==> config.mk <==
export PLATFORM = sky130hd
export DESIGN_NAME = axis_be_stats_slice
export DESIGN_NICKNAME = d
export VERILOG_FILES = /design/src/rtl/axis_be_stats_slice.sv
export SDC_FILE = /design/constraint.sdc
export NUM_CORES = 2
export LEC_CHECK = 0
export ABC_AREA = 1
export BUFFER_PORTS_ARGS = -buffer_cell sky130_fd_sc_hd__buf_2
export CAP_MARGIN = 0
export CELL_PAD_IN_SITES_DETAIL_PLACEMENT = 1
export CELL_PAD_IN_SITES_GLOBAL_PLACEMENT = 2
export CORE_AREA = 3 3 367 369
export CTS_BUF_LIST = sky130_fd_sc_hd__clkbuf_2
export CTS_CLUSTER_DIAMETER = 150
export CTS_CLUSTER_SIZE = 12
export DETAILED_ROUTE_END_ITERATION = 10
export DIE_AREA = 0 0 370 372
export PLACE_DENSITY = 0.82
export SETUP_SLACK_MARGIN = 0.3
export SYNTH_ARGS = -nofsm -noshare
export SYNTH_HDL_FRONTEND = slang
export SYNTH_SLANG_ARGS = --single-unit
==> constraint.sdc <==
create_clock -name clk -period 34.3 [get_ports clk]
set_input_delay 1.715 -clock clk [delete_from_list [all_inputs] [get_ports clk]]
set_output_delay 1.715 -clock clk [all_outputs]
set_load 0.02 [all_outputs]
==> src/rtl/axis_be_stats_slice.sv <==
// Registered AXI4-Stream skid slice for the big-endian side of the bridge.
// Forwards beats unchanged and keeps saturating packet, byte and strobe-error counters.
module axis_be_stats_slice #(
    parameter int C_AXIS_DATA_WIDTH  = 256,
    parameter int C_AXIS_TUSER_WIDTH = 128,
    parameter int C_CNT_WIDTH        = 32
) (
    input  logic                            clk,
    input  logic                            reset,
    input  logic [C_AXIS_DATA_WIDTH-1:0]    s_axis_tdata,
    input  logic [C_AXIS_DATA_WIDTH/8-1:0]  s_axis_tstrb,
    input  logic [C_AXIS_TUSER_WIDTH-1:0]   s_axis_tuser,
    input  logic                            s_axis_tvalid,
    output logic                            s_axis_tready,
    input  logic                            s_axis_tlast,
    output logic [C_AXIS_DATA_WIDTH-1:0]    m_axis_tdata,
    output logic [C_AXIS_DATA_WIDTH/8-1:0]  m_axis_tstrb,
    output logic [C_AXIS_TUSER_WIDTH-1:0]   m_axis_tuser,
    output logic                            m_axis_tvalid,
    input  logic                            m_axis_tready,
    output logic                            m_axis_tlast,
    input  logic                            clear_stats,
    output logic [C_CNT_WIDTH-1:0]          pkt_count,
    output logic [C_CNT_WIDTH-1:0]          byte_count,
    output logic [C_CNT_WIDTH-1:0]          err_count
);

    localparam int STRB_W = C_AXIS_DATA_WIDTH / 8;
    localparam int POP_W  = $clog2(STRB_W + 1);
    localparam int SUM_W  = ((C_CNT_WIDTH > POP_W) ? C_CNT_WIDTH : POP_W) + 1;

    typedef enum logic [1:0] {
        ST_EMPTY = 2'd0,
        ST_ONE   = 2'd1,
        ST_FULL  = 2'd2
    } state_t;

    state_t                          state_r;
    logic                            ready_r;
    logic                            valid_r;
    logic [C_AXIS_DATA_WIDTH-1:0]    out_data_r;
    logic [STRB_W-1:0]               out_strb_r;
    logic [C_AXIS_TUSER_WIDTH-1:0]   out_user_r;
    logic                            out_last_r;
    logic [C_AXIS_DATA_WIDTH-1:0]    skid_data_r;
    logic [STRB_W-1:0]               skid_strb_r;
    logic [C_AXIS_TUSER_WIDTH-1:0]   skid_user_r;
    logic                            skid_last_r;
    logic [C_CNT_WIDTH-1:0]          pkt_cnt_r;
    logic [C_CNT_WIDTH-1:0]          byte_cnt_r;
    logic [C_CNT_WIDTH-1:0]          err_cnt_r;

    logic                            in_acc_s;
    logic                            out_acc_s;
    logic                            beat_legal_s;
    logic [POP_W-1:0]                beat_pop_s;

    function automatic logic [POP_W-1:0] popcount(input logic [STRB_W-1:0] strb);
        logic [POP_W-1:0] cnt;
        cnt = '0;
        for (int i = 0; i < STRB_W; i++) begin
            cnt = cnt + POP_W'(strb[i]);
        end
        return cnt;
    endfunction

    // Last beat: ones packed from the MSB means the inverted strobe is of the form 2^k-1.
    function automatic logic strb_legal(input logic [STRB_W-1:0] strb, input logic last);
        logic [STRB_W-1:0] inv;
        inv = ~strb;
        if (last) begin
            return (strb != '0) && ((inv & (inv + STRB_W'(1'b1))) == '0);
        end else begin
            return strb == '1;
        end
    endfunction

    function automatic logic [C_CNT_WIDTH-1:0] sat_add(input logic [C_CNT_WIDTH-1:0] cnt,
                                                       input logic [POP_W-1:0] inc);
        logic [SUM_W-1:0] sum;
        sum = SUM_W'(cnt) + SUM_W'(inc);
        if (sum > SUM_W'({C_CNT_WIDTH{1'b1}})) begin
            return {C_CNT_WIDTH{1'b1}};
        end else begin
            return sum[C_CNT_WIDTH-1:0];
        end
    endfunction

    assign in_acc_s     = s_axis_tvalid & ready_r;
    assign out_acc_s    = valid_r & m_axis_tready;
    assign beat_legal_s = strb_legal(s_axis_tstrb, s_axis_tlast);
    assign beat_pop_s   = popcount(s_axis_tstrb);

    // Occupancy FSM with OUT/SKID storage; ready is derived from the next state so it is registered.
    always_ff @(posedge clk or posedge reset) begin
        if (reset) begin
            state_r     <= ST_EMPTY;
            ready_r     <= 1'b0;
            valid_r     <= 1'b0;
            out_data_r  <= '0;
            out_strb_r  <= '0;
            out_user_r  <= '0;
            out_last_r  <= 1'b0;
            skid_data_r <= '0;
            skid_strb_r <= '0;
            skid_user_r <= '0;
            skid_last_r <= 1'b0;
        end else begin
            case (state_r)
                ST_EMPTY: begin
                    ready_r <= 1'b1;
                    if (in_acc_s) begin
                        out_data_r <= s_axis_tdata;
                        out_strb_r <= s_axis_tstrb;
                        out_user_r <= s_axis_tuser;
                        out_last_r <= s_axis_tlast;
                        valid_r    <= 1'b1;
                        state_r    <= ST_ONE;
                    end else begin
                        state_r    <= ST_EMPTY;
                    end
                end
                ST_ONE: begin
                    if (in_acc_s && !out_acc_s) begin
                        skid_data_r <= s_axis_tdata;
                        skid_strb_r <= s_axis_tstrb;
                        skid_user_r <= s_axis_tuser;
                        skid_last_r <= s_axis_tlast;
                        ready_r     <= 1'b0;
                        state_r     <= ST_FULL;
                    end else if (out_acc_s && !in_acc_s) begin
                        valid_r     <= 1'b0;
                        state_r     <= ST_EMPTY;
                    end else if (in_acc_s && out_acc_s) begin
                        out_data_r  <= s_axis_tdata;
                        out_strb_r  <= s_axis_tstrb;
                        out_user_r  <= s_axis_tuser;
                        out_last_r  <= s_axis_tlast;
                    end else begin
                        state_r     <= ST_ONE;
                    end
                end
                ST_FULL: begin
                    if (out_acc_s) begin
                        out_data_r <= skid_data_r;
                        out_strb_r <= skid_strb_r;
                        out_user_r <= skid_user_r;
                        out_last_r <= skid_last_r;
                        ready_r    <= 1'b1;
                        state_r    <= ST_ONE;
                    end else begin
                        state_r    <= ST_FULL;
                    end
                end
                default: begin
                    valid_r <= 1'b0;
                    ready_r <= 1'b0;
                    state_r <= ST_EMPTY;
                end
            endcase
        end
    end

    // Saturating statistics; a clear in the same cycle as an accept discards that beat's contribution.
    always_ff @(posedge clk or posedge reset) begin
        if (reset) begin
            pkt_cnt_r  <= '0;
            byte_cnt_r <= '0;
            err_cnt_r  <= '0;
        end else if (clear_stats) begin
            pkt_cnt_r  <= '0;
            byte_cnt_r <= '0;
            err_cnt_r  <= '0;
        end else if (in_acc_s) begin
            pkt_cnt_r  <= sat_add(pkt_cnt_r, POP_W'(s_axis_tlast));
            byte_cnt_r <= sat_add(byte_cnt_r, beat_pop_s);
            err_cnt_r  <= sat_add(err_cnt_r, POP_W'(!beat_legal_s));
        end else begin
            pkt_cnt_r  <= pkt_cnt_r;
            byte_cnt_r <= byte_cnt_r;
            err_cnt_r  <= err_cnt_r;
        end
    end

    assign s_axis_tready = ready_r;
    assign m_axis_tvalid = valid_r;
    assign m_axis_tdata  = out_data_r;
    assign m_axis_tstrb  = out_strb_r;
    assign m_axis_tuser  = out_user_r;
    assign m_axis_tlast  = out_last_r;
    assign pkt_count     = pkt_cnt_r;
    assign byte_count    = byte_cnt_r;
    assign err_count     = err_cnt_r;

endmodule

# == After elaboration in Yosys (flattened, before gate mapping) ==
# Cells that the tools add are included.
# classes
addsub,35
order_cmp,3
eq_ne,11
muxes,47
bitwise_logic,5
reduce_logical,16
# ops
op,count
$mux W256,5
$pmux W256 S3,1
$mux W128,5
$mux W32,14
$pmux W128 S3,1
$add A6 B1 Y6,26
$gt A33 B32 Y1 const B,3
$pmux W32 S3,1
$add A32 B1 Y33,2
$add A32 B6 Y33,1
$add A32 B1 Y32 const B,1
$and A32 B32 Y32,1
$eq A32 B32 Y1 const B,1
$logic_not A32 Y1,1
$not A32 Y32,1
$reduce_bool A32 Y1,1
$ne A2 B2 Y1 const B,7
$mux W1,12
$pmux W1 S3,3
$mux W2,4
$add A5 B1 Y6,1
$pmux W2 S3,1
$reduce_and A6 Y1,1
$add A4 B1 Y5,1
15 further kinds,22
# word_totals
register_bits,934
elab_cells,131

# == Longest topological paths before layout ==
# depth
ltp_word,36
mapped_depth,28
depth_no_buf,28

# == Least setup slack after synthesis ==
# OpenSTA, ideal clock, no wires.
# synth_timing
path_kind,in2reg
start,in s_axis_tstrb[7]
end,reg byte_cnt_r[26] (netlist: byte_count[26])
arrival_time_ns,6.665
setup_slack_ns,27.509
cell_stages,22
path_cell_list,clkbuf_1 -> inv_1 -> fa_1 -> fa_1 -> fa_1 -> fa_1 -> fa_1 -> fa_1 -> fa_1 -> inv_1 -> fa_1 -> nand2_1 -> o21ai_2 -> a21oi_1 -> o21ai_2 -> nand2_1 -> nor2_2 -> nand3_1 -> nand2_1 -> nand3_1 -> nand2_1 -> o21ai_1
# synth_via
elab_chain_len,30
# synth_lines
item,line,rtl
"start, declared",11,"input logic [C_AXIS_DATA_WIDTH/8-1:0] s_axis_tstrb,"
$add A6 B1 Y6 (*) (25 in a row),62,cnt = cnt + POP_W'(strb[i]);
$add A32 B6 Y33 (*),81,sum = SUM_W'(cnt) + SUM_W'(inc);
$gt A33 B32 Y1,82,if (sum > SUM_W'({C_CNT_WIDTH{1'b1}})) begin
$mux W32 (*),82,
$mux W32 (*),174,end else if (in_acc_s) begin
$mux W32 (*),170,end else if (clear_stats) begin
"end signal, assigned",176,"byte_cnt_r <= sat_add(byte_cnt_r, beat_pop_s);"
"end signal, assigned",180,byte_cnt_r <= byte_cnt_r;
"end, declared",50,logic [C_CNT_WIDTH-1:0] byte_cnt_r;
# Mark *: on every way between the ends. The rest lies on a longest branch, timed or not. The select of a mux whose other input is x is not followed.
# A chain may end at the register's enable or synchronous reset.

# == Worst setup path in the final report ==
# layout_timing
start,in s_axis_tstrb[23]
end,reg byte_cnt_r[17] (netlist: byte_count[17])
# layout_via
elab_chain_len,14
# layout_lines
item,line
$add A6 B1 Y6 (*) (9 in a row),62
$add A32 B6 Y33 (*),81
$gt A33 B32 Y1,82
$mux W32 (*),82
$mux W32 (*),174
$mux W32 (*),170
# Marks and branches as above.

==> results.json <==
{
  "globalplace.congestion": 0.8402,
  "avgSynthCellArea_sq_um": 9.691,
  "critical_path.max_fanout": 16,
  "path_common_cell": "fa_1",
  "vias": 34370,
  "layout_common_cells": "nand2_1 (1154), buf_2 (936), dfrtp_1 (934)",
  "drtPass1Iterations": 5,
  "first_iter_violations": 2084,
  "startpoint_type": "primary input",
  "fin_skew_ps": 222.0,
  "netlist_area_sq_mm": 0.04204,
  "postPlaceCellArea_sq_mm": 0.04812,
  "slew-limit-headroom_pct": 16.47,
  "crit_buf_inv": 4,
  "stdcell_area_sq_mm": 0.04875,
  "final-max-slew-violation-count": 0,
  "fp.dieW_um": 370,
  "initial_core_util_pct": 31.98,
  "worst_path_max_delay_cell": "fa_1",
  "area_growth_syn_to_layout_pct": 15.96,
  "cts_setup_buffers": 0,
  "syn_nets": 4811,
  "p_leak_uw": 0.02440,
  "port-buffer-count": 936,
  "grt_pass1_wl_um": 219200,
  "power_density_mw_per_mm2": 35.53,
  "cts_buffers": 87,
  "post_cts_resize_count": 0,
  "critPathMaxStageDelay_ps": 580,
  "use_met1_pct": 26.04,
  "grtUsageTotal_pct": 20.70,
  "netlist_instances": 4338,
  "fp.dieH_um": 372,
  "rsz0062_at_grt": "no",
  "clock_latency_ps": 1480,
  "synth-main-ff-cell": "dfrtp_1",
  "drc": 0,
  "overflow": 0,
  "postRouteAntennaNets": 0,
  "yosysSeqAreaShare_pct": 55.60,
  "fp-row-count": 133,
  "synth_edf_count": 0,
  "max-cap-violations": 0,
  "layout_commonest_cell": "nand2_1",
  "routed_wl_um": 147300,
  "crit_arrival_ps": 7680,
  "grt_start_max_net_pins": 237,
  "post-route-min-period_ps": 6449,
  "wl_per_cell_um": 21.20,
  "fin_crit_sh_pct": 18.80,
  "pin_count": 937,
  "vdd_ir_drop_max_mv": 0.02506,
  "nNetsFinal": 5610,
  "via_per_inst": 4.948,
  "max_freq_mhz": 155.1,
  "end_kind": "flop",
  "worst-endpoint-required_ps": 35530,
  "use_met3_pct": 6.126,
  "setup_violations": 0,
  "clkTransAtPathRegs_ps": 270,
  "ys_ff_latch": 934,
  "htree_levels": 3,
  "core_area_sq_mm": 0.1315,
  "hold_class": "in -> async",
  "use_met2_pct": 33.16,
  "setup_ws_ps": 27850,
  "tightest_slew_ps": 1253,
  "busiest_layer": "met2",
  "hpwl_um": 105400,
  "crit_chain": "buf_2 > inv_1 > fa_1 > fa_1 > fa_1 > fa_1 > fa_1 > fa_1 > fa_1 > inv_1 > fa_1 > nand2_1 > o21ai_2 > a21oi_1 > o21ai_2 > nand3_1 > buf_4 > o21ai_0 > nand2_1 > o21ai_0",
  "synth_cell_type_count": 46,
  "cts_root_buffer": "clkbuf_2",
  "hold_violations": 0,
  "fin_tns_setup_ps": 0,
  "cts.sinks": 934,
  "cts_tree": "yes",
  "async_flop_share_pct": 100.0,
  "criticalPathCategory": "in -> reg",
  "dp_slack_ps": 26480,
  "cts_buffer_depth": 3,
  "hold_buffers": 0,
  "crit_family": "adder cells",
  "die_area_sq_mm": 0.1376,
  "yosysWarnings": 0,
  "drive_above_1_share_pct": 29.10,
  "status": "complete, no violations",
  "grt_pass1_vias": 35130,
  "grt_antenna_before_repair": 66
}
[power breakdown]
| group | switching [uW] | internal [uW] |
|---|---|---|
| clock | 374 | 77.8 |
| combinational | 114 | 63.6 |
| sequential | 0.000000000000252 | 1100 |
[final timing paths]
kind | slack (ps) | end | startpoint | cells after the start
hold / removal | 310 | byte_count[24] | reset | 2
setup reg to reg | 28370 | m_axis_tdata[88] | s_axis_tready | 13
setup / recovery | 27850 | byte_count[17] | s_axis_tstrb[23] | 20
max in group asynchronous | 28520 | m_axis_tdata[60] | reset | 8
hold reg to reg | 480 | m_axis_tlast | skid_last_r | 2
min in group clk | 450 | skid_user_r[8] | s_axis_tuser[8] | 2
[cell families after synthesis]
family / after synthesis / synth area share [%]
simple gates: 1852 / 17.52
flops: 934 / 55.60
buf+inv: 444 / 4.432
fa+ha+maj: 51 / 1.982
mux: 385 / 10.31
xor+xnor: 58 / 1.208
compound gates: 614 / 8.944
[Yosys cell counts (3+ instances only)]
cell	instances	area (sq um)
nand2_2	4	25.02
xor2_1	52	455.4
nor2_1	520	1952
a21o_1	16	120.1
buf_2	145	725.7
nor3_2	3	30.03
mux2_2	385	4335
inv_2	9	33.78
nor3_1	40	200.2
a22o_1	4	35.03
fa_1	26	520.5
a31oi_1	420	2628
o21ai_0	76	380.4
o22ai_1	4	25.02
nor4_1	13	81.33
inv_1	172	645.6
xnor2_1	6	52.55
a21oi_1	29	145.1
and3_1	3	18.77
dfrtp_1	934	23370
o21ai_1	27	135.1
ha_1	25	312.8
nand3_1	60	300.3
o21a_1	30	225.2
nand2_1	1154	4332
buf_1	6	22.52
nand4_1	33	206.5
clkbuf_1	110	412.9
nor3_4	3	48.80
nor2_2	7	43.79
[per-stage QoR]
step	cells	utilization, %	hold slack, ps	power [uW]
3_3_place_gp	6803	36.61	474.9	1298
3_5_place_dp	6803	36.61	480.8	1302
6_report	6946	37.08	314.9	1732
2_1_floorplan	4338	-	464.3	1230
4_1_cts	6899	36.99	20.92	1766
5_1_grt	6939	37.07	109.2	1833
[layer usage]
metal / share of wire, % / up-vias / wire [um]
li1: - / 16030 / -
met1: 42 / 17200 / 62050
met4: 4.1 / 30 / 5985
met3: 6.8 / 264 / 10070
met2: 47 / 836 / 69000
met5: 0.13 / - / 190
[flip-flops by register name (all words and copies together) (netlist names)]
signal         flops
m_axis_tdata     256
skid_data_r      256
m_axis_tuser     128
skid_user_r      128
byte_count        32
err_count         32
m_axis_tstrb      32
pkt_count         32
skid_strb_r       32
state_r            2
m_axis_tlast       1
m_axis_tvalid      1
s_axis_tready      1
skid_last_r        1
[area by class of cell]
cell class	instances	area [sq um]
diodes	47	117.6
clock buffers	91	455.4
clock inverters	5	50.05
fillers	15610	82720
inverters	181	694.4
multi-input cells	2960	16840
flip-flops and latches	934	23370
well taps	1755	2196
repair buffers	973	5025
Power figures use the tool's default switching activity.
